===== src/rtl/market_data_pkg.sv =====
// Shared types and helpers for the market data front end: packer state
// encoding, default word geometry and a saturating counter increment.
package market_data_pkg;

  localparam int unsigned BYTES_PER_WORD = 8;
  localparam int unsigned CNT_W          = 16;

  typedef enum logic [1:0] {
    IDLE    = 2'd0,
    ACCUM   = 2'd1,
    DISCARD = 2'd2
  } packer_state_e;

  function automatic logic [CNT_W-1:0] sat_inc(input logic [CNT_W-1:0] v);
    return (v == '1) ? v : v + CNT_W'(1);
  endfunction

endpackage


===== src/rtl/market_data_word_packer.sv =====
// Packs the MAC receive byte stream into DATA_WIDTH beats with sop/eop framing,
// truncating oversize frames and holding one output beat for downstream ready.
module market_data_word_packer
  import market_data_pkg::*;
#(
  parameter int unsigned DATA_WIDTH      = BYTES_PER_WORD * 8,
  parameter int unsigned MAX_PACKET_SIZE = 1500
) (
  input  logic                    clk,
  input  logic                    rst_n,
  input  logic                    rx_valid,
  input  logic [7:0]              rx_data,
  input  logic                    rx_last,
  input  logic                    rx_error,
  output logic                    rx_ready,
  output logic                    data_valid,
  output logic [DATA_WIDTH-1:0]   data_out,
  output logic [DATA_WIDTH/8-1:0] data_keep,
  output logic                    sop,
  output logic                    eop,
  output logic                    data_err,
  input  logic                    ready,
  output logic [15:0]             frames_packed,
  output logic [15:0]             frames_truncated
);

  localparam int unsigned BYTES  = DATA_WIDTH / 8;
  localparam int unsigned LANE_W = (BYTES > 1) ? $clog2(BYTES) : 1;
  localparam int unsigned CW     = $clog2(MAX_PACKET_SIZE + 1);

  packer_state_e         state;
  logic [DATA_WIDTH-1:0] acc;
  logic [LANE_W-1:0]     lane;
  logic [CW-1:0]         byte_cnt;
  logic                  first;

  logic                  accept;
  logic                  take;
  logic [CW-1:0]         new_cnt;
  logic                  at_max;
  logic                  trunc;
  logic                  emit;
  logic [DATA_WIDTH-1:0] beat;
  logic [BYTES-1:0]      keep;

  // Input stalls only while an unconsumed beat would be overwritten; DISCARD never loads a beat
  assign rx_ready = (state == DISCARD) || !data_valid || ready;
  assign accept   = rx_valid && rx_ready;
  assign take     = accept && (state != DISCARD);
  assign new_cnt  = byte_cnt + CW'(1);
  assign at_max   = (new_cnt == CW'(MAX_PACKET_SIZE));
  assign trunc    = at_max && !rx_last;
  assign emit     = take && ((lane == LANE_W'(BYTES - 1)) || rx_last || at_max);

  // Accumulator with the current byte merged into its lane; lanes above stay zero
  always_comb begin
    beat = acc;
    keep = '0;
    for (int i = 0; i < int'(BYTES); i++) begin
      if (LANE_W'(i) == lane) beat[i*8 +: 8] = rx_data;
      keep[i] = (LANE_W'(i) <= lane);
    end
  end

  always_ff @(posedge clk or negedge rst_n) begin
    if (!rst_n) begin
      state            <= IDLE;
      acc              <= '0;
      lane             <= '0;
      byte_cnt         <= '0;
      first            <= 1'b1;
      data_valid       <= 1'b0;
      data_out         <= '0;
      data_keep        <= '0;
      sop              <= 1'b0;
      eop              <= 1'b0;
      data_err         <= 1'b0;
      frames_packed    <= '0;
      frames_truncated <= '0;
    end else begin
      if (data_valid && ready && eop) frames_packed <= sat_inc(frames_packed);

      if (emit) begin
        data_valid <= 1'b1;
        data_out   <= beat;
        data_keep  <= keep;
        sop        <= first;
        eop        <= rx_last || trunc;
        data_err   <= rx_last ? rx_error : trunc;
      end else if (data_valid && ready) begin
        data_valid <= 1'b0;
      end

      case (state)
        IDLE, ACCUM: begin
          if (take) begin
            if (rx_last) begin
              state    <= IDLE;
              byte_cnt <= '0;
              lane     <= '0;
              acc      <= '0;
              first    <= 1'b1;
            end else begin
              byte_cnt <= new_cnt;
              if (emit) begin
                acc   <= '0;
                lane  <= '0;
                first <= 1'b0;
              end else begin
                acc  <= beat;
                lane <= lane + LANE_W'(1);
              end
              if (trunc) begin
                state            <= DISCARD;
                frames_truncated <= sat_inc(frames_truncated);
              end else begin
                state <= ACCUM;
              end
            end
          end
        end
        DISCARD: begin
          if (accept && rx_last) begin
            state    <= IDLE;
            byte_cnt <= '0;
            lane     <= '0;
            acc      <= '0;
            first    <= 1'b1;
          end
        end
        default: state <= IDLE;
      endcase
    end
  end

endmodule


===== config.mk =====
export PLATFORM = sky130hd
export DESIGN_NAME = market_data_word_packer
export DESIGN_NICKNAME = d
export VERILOG_FILES = /design/src/rtl/market_data_pkg.sv /design/src/rtl/market_data_word_packer.sv
export SDC_FILE = /design/constraint.sdc
export NUM_CORES = 1
export LEC_CHECK = 0
export CAP_MARGIN = 5
export CORE_UTILIZATION = 40
export CTS_BUF_LIST = sky130_fd_sc_hd__clkbuf_16
export CTS_CLUSTER_SIZE = 12
export DETAILED_ROUTE_END_ITERATION = 10
export DONT_BUFFER_PORTS = 1
export GPL_TIMING_DRIVEN = 1
export PLACE_DENSITY = 0.57
export SETUP_SLACK_MARGIN = 0.3
export SLEW_MARGIN = 20
export SYNTH_ARGS = -nofsm -noshare
export SYNTH_HDL_FRONTEND = slang
export SYNTH_SLANG_ARGS = --single-unit

===== constraint.sdc =====
create_clock -name clk -period 6.5 [get_ports clk]
set_input_delay 0.975 -clock clk [delete_from_list [all_inputs] [get_ports clk]]
set_output_delay 0.975 -clock clk [all_outputs]
set_load 0.01 [all_outputs]

==> impl_metrics.json <==
{
  "outcome": "completed",
  "grt_antenna_before_repair": 0,
  "via_count": 5225,
  "start_kind": "flop",
  "fin_crit_ns": 3.40,
  "worstMarginPinSlew_ns": 0.954,
  "first_pass_iters": 5,
  "wl_um": 19200,
  "crit_path_max_fanout": 48,
  "yosysWarningCount": 0,
  "first_global_vias": 5450,
  "ys_ff_latch": 189,
  "crit_arrival_ns": 3.73,
  "ctsHtreeMaxLevel": 4,
  "fillers": 1957,
  "power_uw": 2800,
  "synth-seq-area-share_pct": 54.2,
  "post_cts_buffers": 0,
  "antennaDiodeCount": 0,
  "numCtsBuffers": 17,
  "drive_gt1_share_pct": 29.0,
  "cts_max_path_buffers": 2,
  "ant_nets": 0,
  "die_w_um": 150,
  "grt_first_pass_wirelength_um": 30500,
  "power_density_mw_per_mm2": 295,
  "ios": 123,
  "multi_input_area_sq_mm": 0.00380,
  "rsz0062_at_grt": "no",
  "viasPerCell": 5.50,
  "synth_fp_nets": 689,
  "core_sq_mm": 0.0212,
  "die-area_sq_mm": 0.0224,
  "grtUsageTotal_pct": 17.8,
  "cap_violations": 0,
  "worstSetupEndpointType": "flop",
  "syn_to_final_growth_pct": 8.80,
  "hold_buffers": 0,
  "clockRootBuffer": "clkbuf_16",
  "avgSynthCellArea_sq_um": 13.1,
  "die_h_um": 150,
  "ys_types": 52,
  "fin_tns_setup_ns": 0,
  "grt_max_degree": 190,
  "avgRoutedWirePerCell_um": 20.2,
  "worst_skew_pair.late_latency_ns": 0.44,
  "synthCells": 668,
  "ctsResizeCount": 0,
  "finClkSkew_ns": 0.0143,
  "overflow": 0,
  "drv_slew": 0,
  "synthFlopType": "dfrtp_1",
  "num_rows": 53,
  "stdcell_count": 950,
  "dp.cells": 918,
  "clk_pin_slew_ns": 0.07,
  "relSlewSlack_pct": 36.2,
  "dp_hpwl_um": 12600,
  "post-route-period-util_pct": 52.3,
  "final_area_sq_mm": 0.00949,
  "place.gp.congestion": 0.800,
  "regArea_sq_mm": 0.00473,
  "setup_violations": 0,
  "hold_viol": 0,
  "initial_utilization_pct": 41.1,
  "hp-class": "in2async",
  "ys_async_sr_fraction_pct": 100,
  "synth_edf_count": 0,
  "crit_required_ns": 6.83,
  "drcViolationCount": 0,
  "p_leak_uw": 0.00450,
  "fin_nets": 683,
  "clkSinkCount": 189,
  "ir_drop_mv": 0.135,
  "cts_tree": "done",
  "syn-cell-area_sq_mm": 0.00873,
  "port_buffers": 0,
  "dpl_cell_area_sq_mm": 0.00894,
  "path_class": "reg2reg",
  "drt_iter0_drc": 319,
  "fmax_ghz": 0.294
}
## synth_stat cells, drive strengths merged, types with 3 or more instances
cell type | number | area (sq um)
nand2 | 35 | 134
and4 | 3 | 26.3
o21ai | 23 | 141
or2 | 4 | 25.0
nand3 | 26 | 130
a22o | 58 | 508
o31ai | 4 | 30.0
nor2 | 37 | 149
and3 | 10 | 62.6
and2 | 9 | 56.3
mux2 | 138 | 1770
dfrtp | 188 | 4700
xor2 | 15 | 131
xnor2 | 17 | 149
o21a | 4 | 31.3
nand2b | 6 | 37.5
ha | 7 | 87.6
nor3 | 11 | 76.3
nand4 | 7 | 43.8
inv | 10 | 37.5
buf | 15 | 116
nor2b | 4 | 25.0
clkbuf | 14 | 52.6
a21oi | 5 | 28.8
## flip-flops by register name, indices dropped and copies added (netlist names)
| register | cells |
|---|---|
| eop | 1 |
| state | 2 |
| frames_packed | 16 |
| data_keep | 8 |
| byte_cnt | 11 |
| first | 1 |
| data_err | 1 |
| frames_truncated | 16 |
| sop | 1 |
| lane | 3 |
| data_valid | 1 |
| acc | 64 |
| data_out | 64 |
## where the power goes
group | switching, uW | internal [uW]
Sequential | 162 | 1290
Clock | 491 | 504
Combinational | 143 | 205
## final timing paths
kind                       startpoint              endpoint  slack [ns]  depth (start not counted)
max                           lane[2]          data_out[55]        3.10                          6
min                             rst_n  frames_truncated[11]        0.23                          0
max reg2reg                   lane[2]          data_out[55]        3.10                          6
min reg2reg                   acc[62]               acc[62]        0.49                          1
max in group asynchronous       rst_n               acc[53]        5.94                          0
min in group clk              acc[62]               acc[62]        0.49                          1
## placed cells by master (no fill, tap or decap), drive strengths merged, types with 2 or more instances in the layout
master	synthesis	routed
a21oi	5	5
o21a	4	4
and3	10	10
a21o	2	2
or3	2	2
o21ai	23	23
or2	4	4
nor2b	4	4
buf	15	4
clkbuf	14	17
and4	3	3
inv	10	19
o22ai	2	2
nor2	37	37
nand3	26	26
o31ai	4	4
mux2	138	138
nand2b	6	6
xor2	15	15
and2	9	9
ha	7	7
clkinv	0	5
nor3	11	11
nand4	7	7
nand2	35	35
xnor2	17	17
dfrtp	188	188
a22o	58	58
## metal layers
layer	global-route usage, %	part of all wire, %	routed length [um]
met3	6.43	7.5	1450
met4	4.85	0.87	168
met5	0	0	0
met1	23.0	44	8470
met2	28.1	48	9140
## through the flow
stage / utilization (%) / hold WS (ns) / setup WS (ns)
2_1_floorplan: - / 0.449 / 4.07
3_3_place_gp: 42.1 / 0.464 / 3.17
3_5_place_dp: 42.1 / 0.469 / 3.09
4_1_cts: 44.7 / 0.211 / 3.07
5_1_grt: 44.7 / 0.208 / 2.88
6_report: 44.7 / 0.233 / 3.10
## kinds of logic (layout without fill, tap and decap cells)
group / count (synthesis) / in the layout / synth area share [%]
flops: 189 / 189 / 54.2
simple gates: 156 / 156 / 9.19
mux: 138 / 138 / 20.3
compound gates: 107 / 107 / 9.71
buf+inv: 39 / 46 / 2.37
xor+xnor: 32 / 32 / 3.21
fa+ha+maj: 7 / 7 / 1.00
## cell type report
cell class / count / share of cell area, %
Sequential cell: 189 / 49.8
Tap cell: 275 / 3.62
Timing Repair Buffer: 4 / 0.316
Clock inverter: 15 / 1.37
Clock buffer: 17 / 4.48
Inverter: 10 / 0.395
Multi-Input combinational cell: 440 / 40.0
## critical path: stages (launching register included)
cell     delay (ns)
dfrtp_1        0.65
ha_1           0.63
nor2_1         0.19
a21oi_4        0.17
buf_4          0.40
buf_4          0.77
mux2_2         0.41
Note: power is estimated with default switching activity, not from simulation.
